$ cat config.mk
export PLATFORM = sky130hd
export DESIGN_NAME = rf_writeback_ctrl
export DESIGN_NICKNAME = d
export VERILOG_FILES = /design/src/rtl/rf_writeback_ctrl.sv
export SDC_FILE = /design/constraint.sdc
export NUM_CORES = 1
export LEC_CHECK = 0
export CAP_MARGIN = 10
export CORE_MARGIN = 2
export CORE_UTILIZATION = 50
export CTS_CLUSTER_SIZE = 12
export DETAILED_ROUTE_END_ITERATION = 12
export GPL_TIMING_DRIVEN = 1
export MAX_ROUTING_LAYER = met4
export PLACE_DENSITY = 0.77
export SYNTH_ARGS = -nofsm -noshare
export SYNTH_HDL_FRONTEND = slang
export SYNTH_SLANG_ARGS = --single-unit
$ cat constraint.sdc
create_clock -name i_clk -period 8 [get_ports i_clk]
set_input_delay 0.8 -clock i_clk [delete_from_list [all_inputs] [get_ports i_clk]]
set_output_delay 0.8 -clock i_clk [all_outputs]
set_load 0.005 [all_outputs]
$ cat src/rtl/rf_writeback_ctrl.sv
// Register-file writeback controller: merges single-cycle ALU results and
// FIFO-buffered LSU results onto one write port, tracks pending LSU writes
// per register and forwards not-yet-committed values to two read ports.
module rf_writeback_ctrl #(
   parameter int unsigned XLEN       = 32,
   parameter int unsigned DEPTH      = 4,
   parameter int unsigned STARVE_MAX = 3
) (
   input  logic            i_clk,
   input  logic            i_rst_n,
   input  logic            i_alu_valid,
   output logic            o_alu_ready,
   input  logic [4:0]      i_alu_rd,
   input  logic [XLEN-1:0] i_alu_data,
   input  logic            i_lsu_valid,
   output logic            o_lsu_ready,
   input  logic [4:0]      i_lsu_rd,
   input  logic [XLEN-1:0] i_lsu_data,
   output logic            o_Wen,
   output logic [4:0]      o_Wnum,
   output logic [XLEN-1:0] o_Wd,
   output logic [31:0]     o_busy,
   input  logic [4:0]      i_Rnum1,
   input  logic [4:0]      i_Rnum2,
   output logic            o_fwd1_hit,
   output logic            o_fwd2_hit,
   output logic [XLEN-1:0] o_fwd1_data,
   output logic [XLEN-1:0] o_fwd2_data
);

   localparam int unsigned RW   = 5;
   localparam int unsigned NREG = 32;
   localparam int unsigned PW   = $clog2(DEPTH);
   localparam int unsigned CW   = PW + 1;
   localparam int unsigned SW   = $clog2(STARVE_MAX + 1);

   // FIFO storage and pointers
   logic [RW-1:0]   fifo_rd_q   [DEPTH];
   logic [RW-1:0]   fifo_rd_d   [DEPTH];
   logic [XLEN-1:0] fifo_data_q [DEPTH];
   logic [XLEN-1:0] fifo_data_d [DEPTH];
   logic [PW-1:0]   wr_ptr_q, wr_ptr_d;
   logic [PW-1:0]   rd_ptr_q, rd_ptr_d;
   logic [CW-1:0]   count_q,  count_d;
   logic [SW-1:0]   starve_q, starve_d;

   // Write port and scoreboard
   logic            wen_q,  wen_d;
   logic [RW-1:0]   wnum_q, wnum_d;
   logic [XLEN-1:0] wd_q,   wd_d;
   logic [NREG-1:0] busy_q, busy_d;

   // Per-cycle selection
   logic            fifo_empty;
   logic            starve_hit;
   logic            alu_ready;
   logic            lsu_ready;
   logic            alu_take;
   logic            pop;
   logic            push;
   logic [RW-1:0]   head_rd;
   logic [XLEN-1:0] head_data;

   // Forwarding
   logic [DEPTH-1:0] ent_valid;
   logic [RW-1:0]    rnum       [2];
   logic [1:0]       fwd_hit_c;
   logic [XLEN-1:0]  fwd_data_c [2];

   // Arbitration: a starved head wins, then the ALU, then the head
   always_comb begin
      fifo_empty = (count_q == '0);
      starve_hit = !fifo_empty && (starve_q == SW'(STARVE_MAX));
      alu_ready  = !starve_hit;
      lsu_ready  = (count_q < CW'(DEPTH));
      alu_take   = i_alu_valid && alu_ready;
      pop        = !fifo_empty && (starve_hit || !i_alu_valid);
      push       = i_lsu_valid && lsu_ready && (i_lsu_rd != '0);
      head_rd    = fifo_rd_q[rd_ptr_q];
      head_data  = fifo_data_q[rd_ptr_q];
   end

   // Next-state: write port, FIFO, starve counter and pending-write scoreboard
   always_comb begin
      wen_d       = 1'b0;
      wnum_d      = wnum_q;
      wd_d        = wd_q;
      fifo_rd_d   = fifo_rd_q;
      fifo_data_d = fifo_data_q;
      wr_ptr_d    = wr_ptr_q;
      rd_ptr_d    = rd_ptr_q;
      count_d     = count_q;
      starve_d    = starve_q;
      busy_d      = busy_q;

      if (pop) begin
         wen_d  = 1'b1;
         wnum_d = head_rd;
         wd_d   = head_data;
      end else if (alu_take && (i_alu_rd != '0)) begin
         wen_d  = 1'b1;
         wnum_d = i_alu_rd;
         wd_d   = i_alu_data;
      end

      if (push) begin
         fifo_rd_d[wr_ptr_q]   = i_lsu_rd;
         fifo_data_d[wr_ptr_q] = i_lsu_data;
         wr_ptr_d              = wr_ptr_q + PW'(1);
      end
      if (pop) begin
         rd_ptr_d = rd_ptr_q + PW'(1);
      end
      case ({push, pop})
         2'b10:   count_d = count_q + CW'(1);
         2'b01:   count_d = count_q - CW'(1);
         default: count_d = count_q;
      endcase

      if (fifo_empty || pop) begin
         starve_d = '0;
      end else if (starve_q != SW'(STARVE_MAX)) begin
         starve_d = starve_q + SW'(1);
      end

      // Clear before set so a same-register pop+push leaves the bit set
      if (pop) begin
         busy_d[head_rd] = 1'b0;
      end
      if (push) begin
         busy_d[i_lsu_rd] = 1'b1;
      end
      busy_d[0] = 1'b0;
   end

   // Control and output registers with synchronous reset
   always_ff @(posedge i_clk) begin
      if (!i_rst_n) begin
         wr_ptr_q <= '0;
         rd_ptr_q <= '0;
         count_q  <= '0;
         starve_q <= '0;
         wen_q    <= 1'b0;
         wnum_q   <= '0;
         wd_q     <= '0;
         busy_q   <= '0;
      end else begin
         wr_ptr_q <= wr_ptr_d;
         rd_ptr_q <= rd_ptr_d;
         count_q  <= count_d;
         starve_q <= starve_d;
         wen_q    <= wen_d;
         wnum_q   <= wnum_d;
         wd_q     <= wd_d;
         busy_q   <= busy_d;
      end
   end

   // FIFO payload storage; validity is tracked by the pointers alone
   always_ff @(posedge i_clk) begin
      fifo_rd_q   <= fifo_rd_d;
      fifo_data_q <= fifo_data_d;
   end

   // An entry is live when its distance from the read pointer is below count
   always_comb begin
      logic [PW-1:0] off;
      ent_valid = '0;
      off       = '0;
      for (int i = 0; i < int'(DEPTH); i++) begin
         off          = PW'(i) - rd_ptr_q;
         ent_valid[i] = ({1'b0, off} < count_q);
      end
   end

   assign rnum[0] = i_Rnum1;
   assign rnum[1] = i_Rnum2;

   // Forwarding lookup: a queued entry overrides the in-flight output write
   always_comb begin
      fwd_hit_c  = '0;
      fwd_data_c = '{default: '0};
      for (int p = 0; p < 2; p++) begin
         if (rnum[p] != '0) begin
            if (wen_q && (wnum_q == rnum[p])) begin
               fwd_hit_c[p]  = 1'b1;
               fwd_data_c[p] = wd_q;
            end
            for (int i = 0; i < int'(DEPTH); i++) begin
               if (ent_valid[i] && (fifo_rd_q[i] == rnum[p])) begin
                  fwd_hit_c[p]  = 1'b1;
                  fwd_data_c[p] = fifo_data_q[i];
               end
            end
         end
      end
   end

   assign o_alu_ready = alu_ready;
   assign o_lsu_ready = lsu_ready;
   assign o_Wen       = wen_q;
   assign o_Wnum      = wnum_q;
   assign o_Wd        = wd_q;
   assign o_busy      = busy_q;
   assign o_fwd1_hit  = fwd_hit_c[0];
   assign o_fwd2_hit  = fwd_hit_c[1];
   assign o_fwd1_data = fwd_data_c[0];
   assign o_fwd2_data = fwd_data_c[1];

endmodule

==> results of run 1 <==
-- logic make-up (layout without fill, tap and decap cells) --
group / Yosys count / count (layout) / share of synthesized area
simple gates: 331 / 331 / 0.125
xor+xnor: 56 / 56 / 0.0408
fa+ha+maj: 11 / 11 / 0.0121
buf+inv: 110 / 295 / 0.0435
mux: 37 / 37 / 0.0694
other cells: 1 / 4 / 0.000312
compound gates: 343 / 343 / 0.208
flops: 226 / 226 / 0.500
-- power breakdown --
group	internal (mW)	switching, mW	total [mW]
Sequential	1.41	0.226	1.64
Clock	0.617	0.468	1.08
Combinational	0.567	0.584	1.15
-- Yosys cell counts (3+ instances only) --
cell        n
a21o_1     27
a21oi_1    71
a221oi_1   41
a221oi_2   21
a22oi_1    41
a311oi_1   30
and2_1      9
and3_1      6
buf_1       8
buf_2      40
buf_4       4
buf_6       6
clkbuf_1   40
dfxtp_1    78
edfxtp_1  148
ha_1       10
inv_1      11
mux4_2     37
nand2_1   137
nand2b_1    7
nand3_1    45
nand3b_1    4
nor2_1     83
nor2b_1     4
nor3_1     10
nor3_2      3
o21ai_0    58
o21ai_1     4
o22ai_1    35
or3_1      10
xnor2_1    40
xor2_1     16
-- through the flow --
stage | worst slack [ps] | total power [mW] | utilization | hold slack, ps
after floorplan | 4320 | 2.27 | - | 398
after CTS | 1910 | 3.86 | 0.640 | 422
after global placement | 2430 | 2.76 | 0.608 | 408
after detailed placement | 2310 | 2.79 | 0.608 | 413
after global routing | 1650 | 4.02 | 0.640 | 434
final | 1780 | 3.88 | 0.640 | 420
-- metal layers --
metal | track usage | vias up
met5 | - | -
met4 | 0.127 | 0
met3 | 0.0651 | 116
met2 | 0.506 | 751
met1 | 0.399 | 5180
li1 | - | 4587
-- critical path, stage by stage, from the launching register on --
cell and delay (ps):
dfxtp_2 1160, inv_1 210, ha_1 390, a21oi_1 60, o21a_1 280, nor4_4 390
or2_1 730, o21ai_4 390, a221oi_1 650, clkdlybuf4s50_1 610
-- worst max-delay path by stage --
| stage | depth (start not counted) | to |
|---|---|---|
| 2_1_floorplan | 12 | o_fwd2_data[22] |
| 3_3_place_gp | 8 | o_fwd1_data[0] |
| 3_5_place_dp | 8 | o_fwd1_data[0] |
| 4_1_cts | 9 | o_fwd1_data[0] |
| 5_1_grt | 9 | o_fwd1_data[0] |
| 6_report | 9 | o_fwd1_data[0] |
-- registers in the layout, indices dropped and copies added, names as in the netlist --
signal and count:
count_q 3, fifo_data_q 128, fifo_rd_q 20, o_Wd 32, o_Wen 1, o_Wnum 5
o_busy 31, rd_ptr_q 2, starve_q 2, wr_ptr_q 2
-- final cells by class --
cell class / count / area, sq um
Tap cell: 319 / 399
Sequential cell: 226 / 6010
Multi-Input combinational cell: 779 / 5520
Fill cell: 1872 / 8470
Clock buffer: 34 / 669
Clock inverter: 12 / 82.6
Inverter: 12 / 45.0
Antenna cell: 3 / 7.51
Timing Repair Buffer: 237 / 2340
==> results.py, run 1 <==
metrics = {
    "worst_hold_path": {
        "hold_end": "starve_q[0]",
        "hp-class": "reg2reg",
        "min_path_cells": 1,
        "hp-start": "starve_q[0]",
    },
    "synthesis": {
        "synth_largest_area_cell": "edfxtp_1",
        "ys_ff_latch": 226,
        "netlist_top_cells_area": "edfxtp_1 (37%), dfxtp_1 (13%), mux4_2 (6.9%)",
        "syn-cell-area_sq_um": 12000,
        "yosysUniqueCellTypes": 51,
        "yosys_most_used_dff": "edfxtp_1",
        "ys.warnings.count": 0,
        "synth_nets": 1214,
        "synth-async-reset-ratio": 0,
        "synth_top_area_share": 0.370,
        "synth-edff-count": 148,
        "ys_seq_area_frac": 0.500,
        "synth_cells": 1115,
        "avgSynthCellArea_sq_um": 10.8,
    },
    "setup_path": {
        "cp.required_ps": 7200,
        "worstReg2RegStart": "count_q[2]",
        "crit_start": "rd_ptr_q[1]",
        "reg2reg_to": "count_q[2]",
        "rrSetupSlack_ps": 4590,
        "reg2reg_depth": 10,
        "crit_type": "reg2out",
        "startpoint_type": "register",
        "path_max_fanout": 40,
        "arrival_ps": 5420,
        "end_kind": "output port",
    },
    "clock_network": {
        "clock_path_buffers": 3,
        "htree_levels": 1,
        "root_buffer": "clkbuf_16",
        "clock_sinks": 226,
        "post-cts-setup-buffers": 0,
        "cts_hold_buf": 0,
        "cts_tree": "done",
        "clk_latency_ps": 530,
        "cts_resized": 0,
        "cts.clk_slew.worst_paths_ps": 60,
        "cts_made_buffers": 25,
    },
    "timing": {
        "hold_viol": 0,
        "max_freq_ghz": 0.161,
        "min_period_over_period": 0.778,
        "fin_crit_ps": 6220,
        "worst_pin_slew_ps": 1270,
        "grt_setup_unrepaired": "false",
        "final.setup_skew_ps": 16.1,
        "maxSlewViolCount": 0,
        "finalSetupViolCount": 0,
        "max-slew-margin-rel": 0.148,
        "tns_ps": 0,
    },
    "finish": {
        "synthToLayoutAreaGrowth_pct": 25.5,
        "final_cells": 1622,
        "postLayoutCellArea_sq_um": 15100,
        "final_net_count": 1380,
        "drive_gt1_frac": 0.103,
        "final_common_cell": "clkdlybuf4s50_1",
        "final_cell_mix": "clkdlybuf4s50_1 (224), edfxtp_1 (148), nand2_1 (137), nor2_1 (83), dfxtp_1 (76)",
    },
    "status": {
        "status": "finished, final reports clean",
    },
    "global_route": {
        "grt_max_degree": 77,
        "antenna_found_initial": 3,
        "overflow": 0,
        "grt_pass1_vias": 10600,
        "grt_pass1_wl_microns": 60900,
        "grt_use_total": 0.317,
    },
    "drt": {
        "dr_wl_met2_microns": 19400,
        "post_drt_wl_per_cell_microns": 25.0,
        "drtPass1Iterations": 6,
        "viasPerCell": 6.56,
        "vias": 10600,
        "drt_iter0_markers": 1262,
        "drc": 0,
        "wirelength_microns": 40600,
        "highest_layer": "met4",
        "ant_nets": 0,
        "met3_length_microns": 4270,
        "wl_met1_microns": 15400,
    },
    "floorplan": {
        "row_count": 56,
        "core_sq_um": 23500,
        "start_util": 0.510,
        "die_w_microns": 159,
        "dieArea_sq_um": 25300,
        "ioPinCount": 226,
        "die-height_microns": 159,
    },
    "placement": {
        "portBuffers": 224,
        "dp_hpwl_microns": 25200,
        "dp_cells": 1573,
        "placed_area_sq_um": 14300,
        "gp_congestion": 0.915,
    },
    "pwr": {
        "p_leak_nw": 4.74,
        "power_density_nw_per_um2": 257,
        "irDropWorstVdd_uv": 186,
    },
    "flow_run": {
        "max-cap-violations": 0,
    },
}
No activity file was read; power rests on OpenSTA's default activity.
==> inputs of run 2 (changes only) <==
==> constraint.sdc (replaced) <==
create_clock -name i_clk -period 6.5 [get_ports i_clk]
set_input_delay 0.65 -clock i_clk [delete_from_list [all_inputs] [get_ports i_clk]]
set_output_delay 0.65 -clock i_clk [all_outputs]
set_load 0.005 [all_outputs]
==> results.py, run 2 (synthesis gave the netlist of run 1 again) <==
metrics = {
    "status": {
        "status": "finished, final reports clean",
    },
    "global_route": {
        "grt_pass1_vias": 10800,
        "grt_max_degree": 77,
        "overflow": 0,
        "grt_pass1_wl_microns": 61100,
        "antenna_found_initial": 1,
        "grt_use_total": 0.317,
    },
    "clock_network": {
        "clock_path_buffers": 3,
        "cts_made_buffers": 25,
        "clock_sinks": 226,
        "clk_latency_ps": 520,
        "cts_resized": 0,
        "cts_tree": "done",
        "cts.clk_slew.worst_paths_ps": 60,
        "post-cts-setup-buffers": 0,
        "root_buffer": "clkbuf_16",
        "cts_hold_buf": 0,
        "htree_levels": 1,
    },
    "floorplan": {
        "die-height_microns": 159,
        "core_sq_um": 23500,
        "start_util": 0.510,
        "ioPinCount": 226,
        "row_count": 56,
        "die_w_microns": 159,
        "dieArea_sq_um": 25300,
    },
    "drt": {
        "drtPass1Iterations": 8,
        "ant_nets": 0,
        "viasPerCell": 6.53,
        "drt_iter0_markers": 1182,
        "vias": 10600,
        "wirelength_microns": 40200,
        "drc": 0,
        "post_drt_wl_per_cell_microns": 24.8,
    },
    "timing": {
        "holdWs_ps": 422,
        "tns_ps": 0,
        "max-slew-margin-rel": 0.116,
        "worst_pin_slew_ps": 1320,
        "grt_setup_unrepaired": "false",
        "max_freq_ghz": 0.180,
        "min_period_over_period": 0.855,
        "finalSetupViolCount": 0,
        "final.setup_skew_ps": 8.06,
        "fin_crit_ps": 5560,
        "maxSlewViolCount": 0,
        "hold_viol": 0,
    },
    "finish": {
        "drive_gt1_frac": 0.107,
        "final_cell_mix": "clkdlybuf4s50_1 (224), edfxtp_1 (148), nand2_1 (137), nor2_1 (83), dfxtp_1 (76)",
        "final_net_count": 1383,
        "regMostFlops": "fifo_data_q",
        "final_common_cell": "clkdlybuf4s50_1",
        "largest_reg_flops": 128,
        "synthToLayoutAreaGrowth_pct": 26.0,
        "fin_util": 0.643,
    },
    "setup_path": {
        "crit_type": "reg2out",
        "reg2reg_to": "count_q[2]",
        "cp.required_ps": 5850,
        "rrSetupSlack_ps": 3050,
        "startpoint_type": "register",
        "worstReg2RegStart": "count_q[0]",
        "path_max_fanout": 39,
        "reg2reg_depth": 10,
        "arrival_ps": 4910,
        "end_kind": "output port",
    },
    "pwr": {
        "p_leak_nw": 4.77,
        "power_density_nw_per_um2": 319,
        "irDropWorstVdd_uv": 249,
    },
    "flow_run": {
        "max-cap-violations": 0,
    },
    "worst_hold_path": {
        "min_path_cells": 1,
        "hold_end": "starve_q[0]",
        "hp-class": "reg2reg",
        "hp-start": "starve_q[0]",
    },
    "placement": {
        "portBuffers": 224,
        "dp_hpwl_microns": 25500,
        "gp_congestion": 0.959,
    },
}
## run 2: changes by cell type in the layout (fill, tap and decap cells not counted), sizes merged
cell      previous run  this run
bufinv               1         2
inv                 13        12
clkbuf              34        37
clkinv              10         5
clkinvlp             0         1
buf                 13        16
diode                3         1
## run 2: cell type report
class	instances	area (sq um)
flip-flops and latches	226	6010
well taps	319	399
repair buffers	240	2360
fillers	1889	8400
clock inverters	8	90.1
diodes	1	2.50
multi-input cells	779	5520
clock buffers	37	711
inverters	12	45.0
## run 2: per-layer routing
metal / vias up / GRT usage / share of wire
met4: 0 / 0.134 / 0.044
met1: 5069 / 0.396 / 0.38
met2: 771 / 0.503 / 0.47
met5: - / - / 0
met3: 154 / 0.0672 / 0.11
li1: 4603 / - / -
## run 2: per-stage QoR
step	area (sq um)	setup WS, ps	instances	total power, mW
final	15100	940	1622	4.83
after global routing	15100	844	1622	5.01
after global placement	14300	1510	1576	3.40
after detailed placement	14300	1450	1576	3.43
after floorplan	12000	2970	1115	2.80
after CTS	15100	1110	1621	4.81
## run 2: how the worst max path moves through the flow
stage	from	to	slack, ps	depth (start not counted)
2_1_floorplan	rd_ptr_q[1]	o_fwd2_data[22]	2970	12
4_1_cts	rd_ptr_q[1]	o_fwd1_data[5]	1110	10
3_3_place_gp	i_Rnum1[3]	o_fwd1_data[5]	1510	8
5_1_grt	rd_ptr_q[1]	o_fwd1_data[2]	840	10
3_5_place_dp	i_Rnum1[3]	o_fwd1_data[3]	1450	8
6_report	rd_ptr_q[1]	o_fwd1_data[5]	940	10
## run 2: worst max-delay path, stage by stage, from the launching register on
cell and delay (ps):
dfxtp_2 330, buf_4 560, inv_1 180, ha_1 350
a21oi_1 50, o21a_1 270, nor4_4 380, or2_1 780
o21ai_4 390, a221oi_1 500, clkdlybuf4s50_1 590
## run 2: power by group
part	switching (mW)	internal [mW]	leakage, nW
Clock	0.560	0.831	0.390
Sequential	0.185	1.74	2.00
Combinational	0.812	0.700	2.39
